File: config.mk
export PLATFORM = sky130hd
export DESIGN_NAME = rs232_tx_arbiter
export DESIGN_NICKNAME = d
export VERILOG_FILES = /design/src/rtl/rs232_pkg.sv /design/src/rtl/rr_arbiter.sv /design/src/rtl/rs232_tx_arbiter.sv
export SDC_FILE = /design/constraint.sdc
export NUM_CORES = 1
export LEC_CHECK = 0
export BUFFER_PORTS_ARGS = -buffer_cell sky130_fd_sc_hd__buf_2
export CAP_MARGIN = 20
export CORE_MARGIN = 3
export CORE_UTILIZATION = 42
export CTS_CLUSTER_SIZE = 20
export DETAILED_ROUTE_END_ITERATION = 8
export PLACE_DENSITY_LB_ADDON = 0.12
export SLEW_MARGIN = 10
export SYNTH_ARGS = -nofsm -noshare
export SYNTH_HDL_FRONTEND = slang
export SYNTH_SLANG_ARGS = --single-unit
File: constraint.sdc
create_clock -name sys_clk -period 1.9 [get_ports sys_clk]
set_clock_uncertainty 0.15 [all_clocks]
set_input_delay 0.19 -clock sys_clk [delete_from_list [all_inputs] [get_ports sys_clk]]
set_output_delay 0.19 -clock sys_clk [all_outputs]
set_load 0.02 [all_outputs]
File: src/rtl/rs232_pkg.sv
// rtl/rs232_pkg.sv - shared types and constants for the rs232 transmit arbiter
package rs232_pkg;

    typedef enum logic [2:0] {
        IDLE,
        GRANT,
        ISSUE,
        WAIT_START,
        WAIT_DONE
    } state_t;

    localparam int UART_DATA_W       = 8;
    localparam int DEF_START_TIMEOUT = 16;

endpackage

File: src/rtl/rr_arbiter.sv
// rtl/rr_arbiter.sv - combinational round-robin pick starting after the pointer
module rr_arbiter #(
    parameter int NUM_REQ = 4
) (
    input  logic [NUM_REQ-1:0]         req,
    input  logic [$clog2(NUM_REQ)-1:0] ptr,
    output logic [$clog2(NUM_REQ)-1:0] winner,
    output logic                       any_valid
);

    localparam int IDX_W = $clog2(NUM_REQ);

    logic [IDX_W-1:0] cand;

    // Walk from farthest to nearest so the nearest valid index after ptr wins.
    always_comb begin
        winner    = '0;
        any_valid = 1'b0;
        cand      = '0;
        for (int i = NUM_REQ; i >= 1; i--) begin
            cand = IDX_W'((int'(ptr) + i) % NUM_REQ);
            if (req[cand]) begin
                winner    = cand;
                any_valid = 1'b1;
            end
        end
    end

endmodule

File: src/rtl/rs232_tx_arbiter.sv
// rtl/rs232_tx_arbiter.sv - round-robin sharing of one rs232_tx; RS232_TX_ARB_LOCK_EN adds req_lock
module rs232_tx_arbiter
    import rs232_pkg::*;
#(
    parameter int NUM_REQ       = 4,
    parameter int DATA_W        = UART_DATA_W,
    parameter int START_TIMEOUT = DEF_START_TIMEOUT
) (
    input  logic                       sys_clk,
    input  logic                       sys_rst,
    input  logic [NUM_REQ-1:0]         req_valid,
    input  logic [NUM_REQ*DATA_W-1:0]  req_data,
`ifdef RS232_TX_ARB_LOCK_EN
    input  logic [NUM_REQ-1:0]         req_lock,
`endif
    output logic [NUM_REQ-1:0]         req_ack,
    output logic [DATA_W-1:0]          tx_data_in,
    output logic                       tx_data_flag,
    input  logic                       flag_txe,
    output logic [$clog2(NUM_REQ)-1:0] grant_id,
    output logic                       busy,
    output logic                       err_timeout
);

    localparam int IDX_W = $clog2(NUM_REQ);
    localparam int CNT_W = $clog2(START_TIMEOUT + 1);

    state_t           state;
    logic [IDX_W-1:0] rr_ptr;
    logic [IDX_W-1:0] rr_winner;
    logic [IDX_W-1:0] sel;
    logic             any_valid;
    logic             use_lock;
    logic             sel_valid;
    logic [CNT_W-1:0] wait_cnt;

    rr_arbiter #(
        .NUM_REQ(NUM_REQ)
    ) u_rr (
        .req      (req_valid),
        .ptr      (rr_ptr),
        .winner   (rr_winner),
        .any_valid(any_valid)
    );

`ifdef RS232_TX_ARB_LOCK_EN
    logic lock_hold;
    // A held lock only sticks while the owner still asserts both lock and valid.
    assign use_lock = lock_hold && req_lock[grant_id] && req_valid[grant_id];
`else
    assign use_lock = 1'b0;
`endif

    assign sel       = use_lock ? grant_id : rr_winner;
    assign sel_valid = use_lock | any_valid;
    assign busy      = (state != IDLE);

    always_ff @(posedge sys_clk) begin
        if (sys_rst) begin
            state        <= IDLE;
            req_ack      <= '0;
            tx_data_in   <= '0;
            tx_data_flag <= 1'b0;
            grant_id     <= '0;
            err_timeout  <= 1'b0;
            rr_ptr       <= IDX_W'(NUM_REQ - 1);
            wait_cnt     <= '0;
`ifdef RS232_TX_ARB_LOCK_EN
            lock_hold    <= 1'b0;
`endif
        end else begin
            req_ack      <= '0;
            tx_data_flag <= 1'b0;
            err_timeout  <= 1'b0;
            case (state)
                IDLE: begin
                    if (|req_valid && flag_txe) state <= GRANT;
                end
                GRANT: begin
                    // Requests withdrawn before the grant are dropped silently.
                    if (sel_valid) begin
                        req_ack    <= NUM_REQ'(1) << sel;
                        tx_data_in <= DATA_W'(req_data >> (int'(sel) * DATA_W));
                        grant_id   <= sel;
                        rr_ptr     <= sel;
                        state      <= ISSUE;
                    end else begin
                        state <= IDLE;
                    end
                end
                ISSUE: begin
                    tx_data_flag <= 1'b1;
                    wait_cnt     <= '0;
                    state        <= WAIT_START;
                end
                WAIT_START: begin
                    if (!flag_txe) begin
                        state <= WAIT_DONE;
                    end else if (wait_cnt == CNT_W'(START_TIMEOUT - 1)) begin
                        err_timeout <= 1'b1;
                        state       <= IDLE;
`ifdef RS232_TX_ARB_LOCK_EN
                        lock_hold   <= 1'b0;
`endif
                    end else begin
                        wait_cnt <= wait_cnt + CNT_W'(1);
                    end
                end
                WAIT_DONE: begin
                    if (flag_txe) begin
                        state     <= IDLE;
`ifdef RS232_TX_ARB_LOCK_EN
                        lock_hold <= req_lock[grant_id];
`endif
                    end
                end
                default: state <= IDLE;
            endcase
        end
    end

endmodule

## Word level (Yosys, flattened, before mapping)

Cells that the tools add are included.

| cells by class | value |
|---|---|
| shift operators | 2 |
| equality and inequality tests | 10 |
| $lt $le $gt $ge | 4 |
| bitwise logic cells | 4 |
| muxes and demuxes | 27 |
| $add $sub $neg | 5 |
| reductions and logical operators | 10 |

Operator list:

| operator | count |
|---|---|
| 32-bit by 5-bit >> shifter with 8-bit output | 1 |
| 3-bit one-hot mux with 5 select lines | 1 |
| 2-bit by 3-bit < comparator with 1-bit output, second input constant | 4 |
| 3-bit 2-to-1 mux | 4 |
| 1-bit 2-to-1 mux | 10 |
| 2-bit 2-to-1 mux | 5 |
| 5-bit 2-to-1 mux | 2 |
| 5-bit one-hot mux with 2 select lines | 1 |
| 1-bit binary-select mux with 2-bit select | 4 |
| 2-bit != test, second input constant | 4 |
| 3-bit by 2-bit equality test with 1-bit output, second input constant | 2 |
| 3-bit AND reduction | 2 |
| 3-bit OR reduction | 2 |
| 5-bit by 1-bit adder with 5-bit output, second input constant | 1 |
| 5-bit by 4-bit equality test with 1-bit output, second input constant | 1 |
| 2-bit by 1-bit adder with 2-bit output, second input constant | 2 |
| 2-bit adder, second input constant | 2 |
| 1-bit inverter | 4 |
| 4-bit OR reduction | 1 |
| 1-bit by 2-bit << shifter with 4-bit output, first input constant | 1 |
| 3-bit by 1-bit equality test with 1-bit output, second input constant | 1 |
| 3-bit equality test, second input constant | 1 |
| 3-bit zero test | 1 |
| 3-bit != test, second input constant | 1 |
| 4 further kinds | 4 |

| storage, ports and cells | value |
|---|---|
| bits in registers | 26 |
| word-level logic and storage cells | 70 |
| input bits | 39 |
| output and inout port bits | 17 |

## Logic depth before layout (Yosys ltp)

| logic depth | value |
|---|---|
| word-level depth | 9 |
| gate-level depth with buffers | 8 |
| gate-level depth less buffers | 8 |

## By module

A second synthesis with hierarchy kept.

| second synthesis, totals | value |
|---|---|
| cells, all modules | 139 |
| area, all modules | 1300.0 um2 |

By module, submodules not included:

| module | cells an instance | area each (um2) | instances | seq. area each (um2) |
|---|---|---|---|---|
| rs232_tx_arbiter | 125 | 1208.7 | 1 | 520.5 |
| rr_arbiter | 14 | 91.3 | 1 | 0.0 |

## Worst setup path before layout

No wires, ideal clock.

| timing | value |
|---|---|
| path kind | register to register |
| start point | reg wait_cnt[0] |
| end point | reg wait_cnt[2] |
| arrival time | 1.628 ns |
| setup slack | -0.010 ns |
| stages on the path, launching flop included | 9 |
| cells stage by stage | dfxtp_1 -> ha_1 -> and3_1 -> ha_1 -> nand2b_1 -> a21boi_0 -> nand2b_1 -> o21ai_0 -> a21oi_1 |

| between the ends | value |
|---|---|
| cells in the longest elaborated chain, start to end | 4 |
| elaborated cells between the ends (all ways) | 7 |
| those cells by class | add/sub: 1; eq/ne: 2; mux: 3; reduce/logical: 1 |

RTL lines:

| item | RTL line | text |
|---|---|---|
| start: declaration | rs232_tx_arbiter.sv:35 | `logic [CNT_W-1:0] wait_cnt;` |
| start signal: assignment | rs232_tx_arbiter.sv:106 | `wait_cnt <= wait_cnt + CNT_W'(1);` |
| 5-bit by 1-bit adder with 5-bit output | rs232_tx_arbiter.sv:106 |  |
| 5-bit 2-to-1 mux | rs232_tx_arbiter.sv:99 | `end else if (wait_cnt == CNT_W'(START_TIMEOUT - 1)) begin` |
| 5-bit 2-to-1 mux | rs232_tx_arbiter.sv:97 | `if (!flag_txe) begin` |
| 5-bit one-hot mux with 2 select lines | rs232_tx_arbiter.sv:75 | `case (state)` |

Several ways; a longest one is shown, not always the timed one. The select of a mux whose other input is x is not followed.
A chain may end at the register's enable or synchronous reset.

## Final worst setup path

| timing | value |
|---|---|
| start point | reg state[2] |
| end point | reg tx_data_in[0] |

| between the ends | value |
|---|---|
| cells in the longest elaborated chain, start to end | 2 |

RTL lines:

| item | RTL line | text |
|---|---|---|
| start: declaration | rs232_tx_arbiter.sv:28 | `state_t state;` |
| start signal: assignment | rs232_tx_arbiter.sv:60 | `state <= IDLE;` |
| start signal: assignment | rs232_tx_arbiter.sv:77 | `if (\|req_valid && flag_txe) state <= GRANT;` |
| start signal: assignment | rs232_tx_arbiter.sv:86 | `state <= ISSUE;` |
| 3-bit by 1-bit equality test with 1-bit output | rs232_tx_arbiter.sv:75 |  |
| 2-bit AND reduction (no line) | - |  |
| end signal: assignment | rs232_tx_arbiter.sv:83 | `tx_data_in <= DATA_W'(req_data >> (int'(sel) * DATA_W));` |
| end: declaration | rs232_tx_arbiter.sv:17 | `output logic [DATA_W-1:0] tx_data_in,` |

Every way passes these cells.

==> parameters.txt <==
Parameter                              Value

Status
  Status ... finished, final reports clean

Detailed routing
  Met2 wire length ... 1640 µm
  Residual DRC ... 0
  Remaining antenna violation count after routing ... 0
  Drt via density ... 5.15
  Average detailed-routed wire length per instance ... 12.6 µm
  Detailed route wirelength on metal3 ... 126 µm
  Starting DRC count in detailed routing ... 40
  Final WL ... 3120 µm
  M1 wire length ... 1330 µm
  Highest metal layer used by the detailed router ... met4
  First-pass iteration count of the detailed router ... 4
  Vias after detailed routing ... 1271

STA
  Transition at the pin with the smallest max-transition slack ... 458 ps
  Maximum clock frequency ... 548 MHz
  Final slew viol count ... 0
  Number of hold violations in the final report ... 0
  Period minus WS final ... 1820 ps
  Total negative slack ... 0 ps
  Final setup violating endpoints ... 0
  RSZ-0062 raised after global routing ... yes
  Final period utilization ... 0.960
  Remaining max-slew budget at the tightest pin ... 0.692

GRT
  Pin count of the biggest net entering global routing ... 25
  Global-route usage over all layers ... 0.162
  Antenna violations before repair ... 0
  Wire length of the first global-routing pass ... 4740 µm
  Gr ovfl total ... 0
  Vias in the first global route ... 1120

Synth
  Post-synth top area cell ... dfxtp_1
  Yosys warning total ... 0
  Synth unique cells ... 32
  Most common library cells after synthesis ... dfxtp_1, mux2i_1, nor2_1
  Share of the synthesized area in the top cell type ... 0.395
  Number of flops mapped to enable cells by yosys ... 0
  Post-synthesis cell area ... 0.00132 mm²
  Synth async-reset ratio ... 0
  Cell with the most instances after synthesis ... dfxtp_1
  Mapped Avg Cell Area ... 9.54 µm²
  Cells taking the most area after synthesis ... dfxtp_1, mux2i_1, o221ai_2, nand3b_1, nor2_1
  Cells after Synth ... 138
  Prevailing post-synth register cell ... dfxtp_1
  Sequential cell area fraction in the yosys report ... 0.395
  #FFs+latches synth ... 26
  Number of nets in the synthesized netlist ... 179

Final layout
  Layout overhead on the synthesized area ... 42.4%
  N_diodes ... 0
  Number of nets in the layout ... 247
  Design Area, Final ... 0.00187 mm²
  Fraction of final layout cells with drive strength greater than 1 ... 0.468

Power
  Worst VDD drop ... 0.325 mV
  Cell area power density ... 719 mW/mm²
  Clk pwr share ... 0.282
  Net Sw Frac ... 0.281
  Static leakage ... 0.841 nW
  Comb pwr share ... 0.271
  Sequential cell fraction of total power ... 0.447
  Cell-internal power ... 0.969 mW
  Net load switching power ... 0.379 mW

Die
  Core Region ... 0.00288 mm²
  I/O pin count ... 56
  Total die area ... 0.00384 mm²
  Die Span X ... 62.0 µm
  Number of cell rows ... 19
  Effective utilization at floorplan ... 0.458
  Y dimension of the die ... 62.0 µm

Critical path
  Setup Crit Path Kind ... flop to flop
  Kind of start point of the critical path ... flop
  WP data arrival ... 1920 ps
  Worst EP required ... 2000 ps
  Critical path peak fanout ... 10
  CP endpoint kind ... flop

Clock tree
  Buffer levels on the longest clock path ... 2
  Clock H-tree levels ... 1
  Number of CTS-inserted buffers ... 3
  CTS tree ... built
  CTS clock-pin slew for the worst setup and hold paths ... 150 ps
  Clk Latency, worst-skew pair ... 320 ps
  Clock sinks ... 26
  Buffer cell driving the clock tree root ... clkbuf_4

Placed design
  DPL Wire Length ... 2330 µm
  Dpl cell area ... 0.00174 mm²
  PortBufs ... 55
  RD Place Congestion ... 0.765

Min path
  Worst min-delay path category ... input port to flop

Flow run
  Number of maximum-capacitance violations ... 0
## repair_timing
action | 4_1_cts | 5_1_grt
pin swaps | 1 | 6
cloned | 0 | 0
endpoints found under the setup margin | 4 | 13
endpoints found under the hold margin | 1 | 0
buffers inserted | 0 | 1
resized for setup | 2 | 14
hold buffers | 1 | 0
## stage by stage
stage | worst slack [ps] | std cells | utilization | power [mW] | hold WS, ps
final | 75.6 | 247 | 0.652 | 1.35 | 16.4
after detailed placement | -37.2 | 241 | 0.605 | 0.969 | 258
after global routing | -34.0 | 247 | 0.652 | 1.42 | 25.4
after floorplan | 44.2 | 138 | - | 0.830 | 117
after global placement | 16.0 | 241 | 0.605 | 0.959 | 256
after CTS | 17.4 | 246 | 0.628 | 1.36 | 9.82
## registers in the layout (all words and copies together) (netlist names)
| register | flops |
|---|---|
| tx_data_in | 8 |
| wait_cnt | 5 |
| grant_id | 2 |
| rr_ptr | 2 |
| err_timeout | 1 |
| state | 3 |
| tx_data_flag | 1 |
| req_ack | 4 |
## power groups by stage
stage | sequential [mW] | clock (mW) | combinational (mW)
after detailed placement | 0.614 | 0 | 0.355
after global placement | 0.612 | 0 | 0.347
final | 0.603 | 0.380 | 0.365
after global routing | 0.608 | 0.416 | 0.399
after CTS | 0.602 | 0.394 | 0.360
after floorplan | 0.646 | 0 | 0.184
## worst max-delay path: stages (launching register included)
cell and delay (ps):
dfxtp_2 340, nand2b_2 200, or3_4 350, or3_4 370, buf_6 160, o221ai_2 180
## path summary, 6_finish.rpt
path                                                from                    endpoint  slack, ps  cells after the start
worst max-delay path               state[2]$_SDFFE_PP0P_  tx_data_in[0]$_SDFFE_PP0N_         80                      5
worst min-delay path                        req_data[17]  tx_data_in[1]$_SDFFE_PP0N_         20                      3
worst max register to register     state[2]$_SDFFE_PP0P_  tx_data_in[0]$_SDFFE_PP0N_         80                      5
worst min register to register  wait_cnt[3]$_SDFFE_PP0P_    wait_cnt[3]$_SDFFE_PP0P_        360                      1
## placed cells by master, fill, tap and decap left out, types with 2 or more instances in the layout
cell	n
nor2_1	14
dfxtp_1	23
inv_1	3
nor2b_1	5
buf_2	55
or3_4	2
nand3b_1	9
nor4_1	2
buf_12	2
or3_1	2
nand2_1	3
o221ai_2	9
a21oi_1	10
mux2i_1	17
ha_4	2
buf_4	12
nor3_1	5
clkbuf_4	3
nand2b_1	3
dfxtp_2	3
## per-layer routing
| metal | up-vias | track usage |
|---|---|---|
| met5 | - | 0 |
| met4 | 0 | 0.0667 |
| met3 | 2 | 0.0269 |
| met2 | 28 | 0.265 |
| met1 | 586 | 0.212 |
| li1 | 655 | - |
## logic make-up (layout without fill, tap and decap cells)
group                    count (synthesis)  in the layout  synth area share
AO/OA/AOI/OAI                           28             28             0.188
adder cells (fa/ha/maj)                  2              2            0.0190
buffers and inverters                   11             78            0.0390
flip-flops                              26             26             0.395
multiplexers                            17             17             0.129
AND/OR/NAND/NOR                         54             54             0.229
## area by class of cell
type,count,area (µm²)
well taps,42,52.6
repair buffers,71,427
clock buffers,3,22.5
multi-input cells,101,807
inverters,3,11.3
clock inverters,1,30.0
fillers,232,1000
flip-flops and latches,26,524
(Power assumes the default switching activity.)
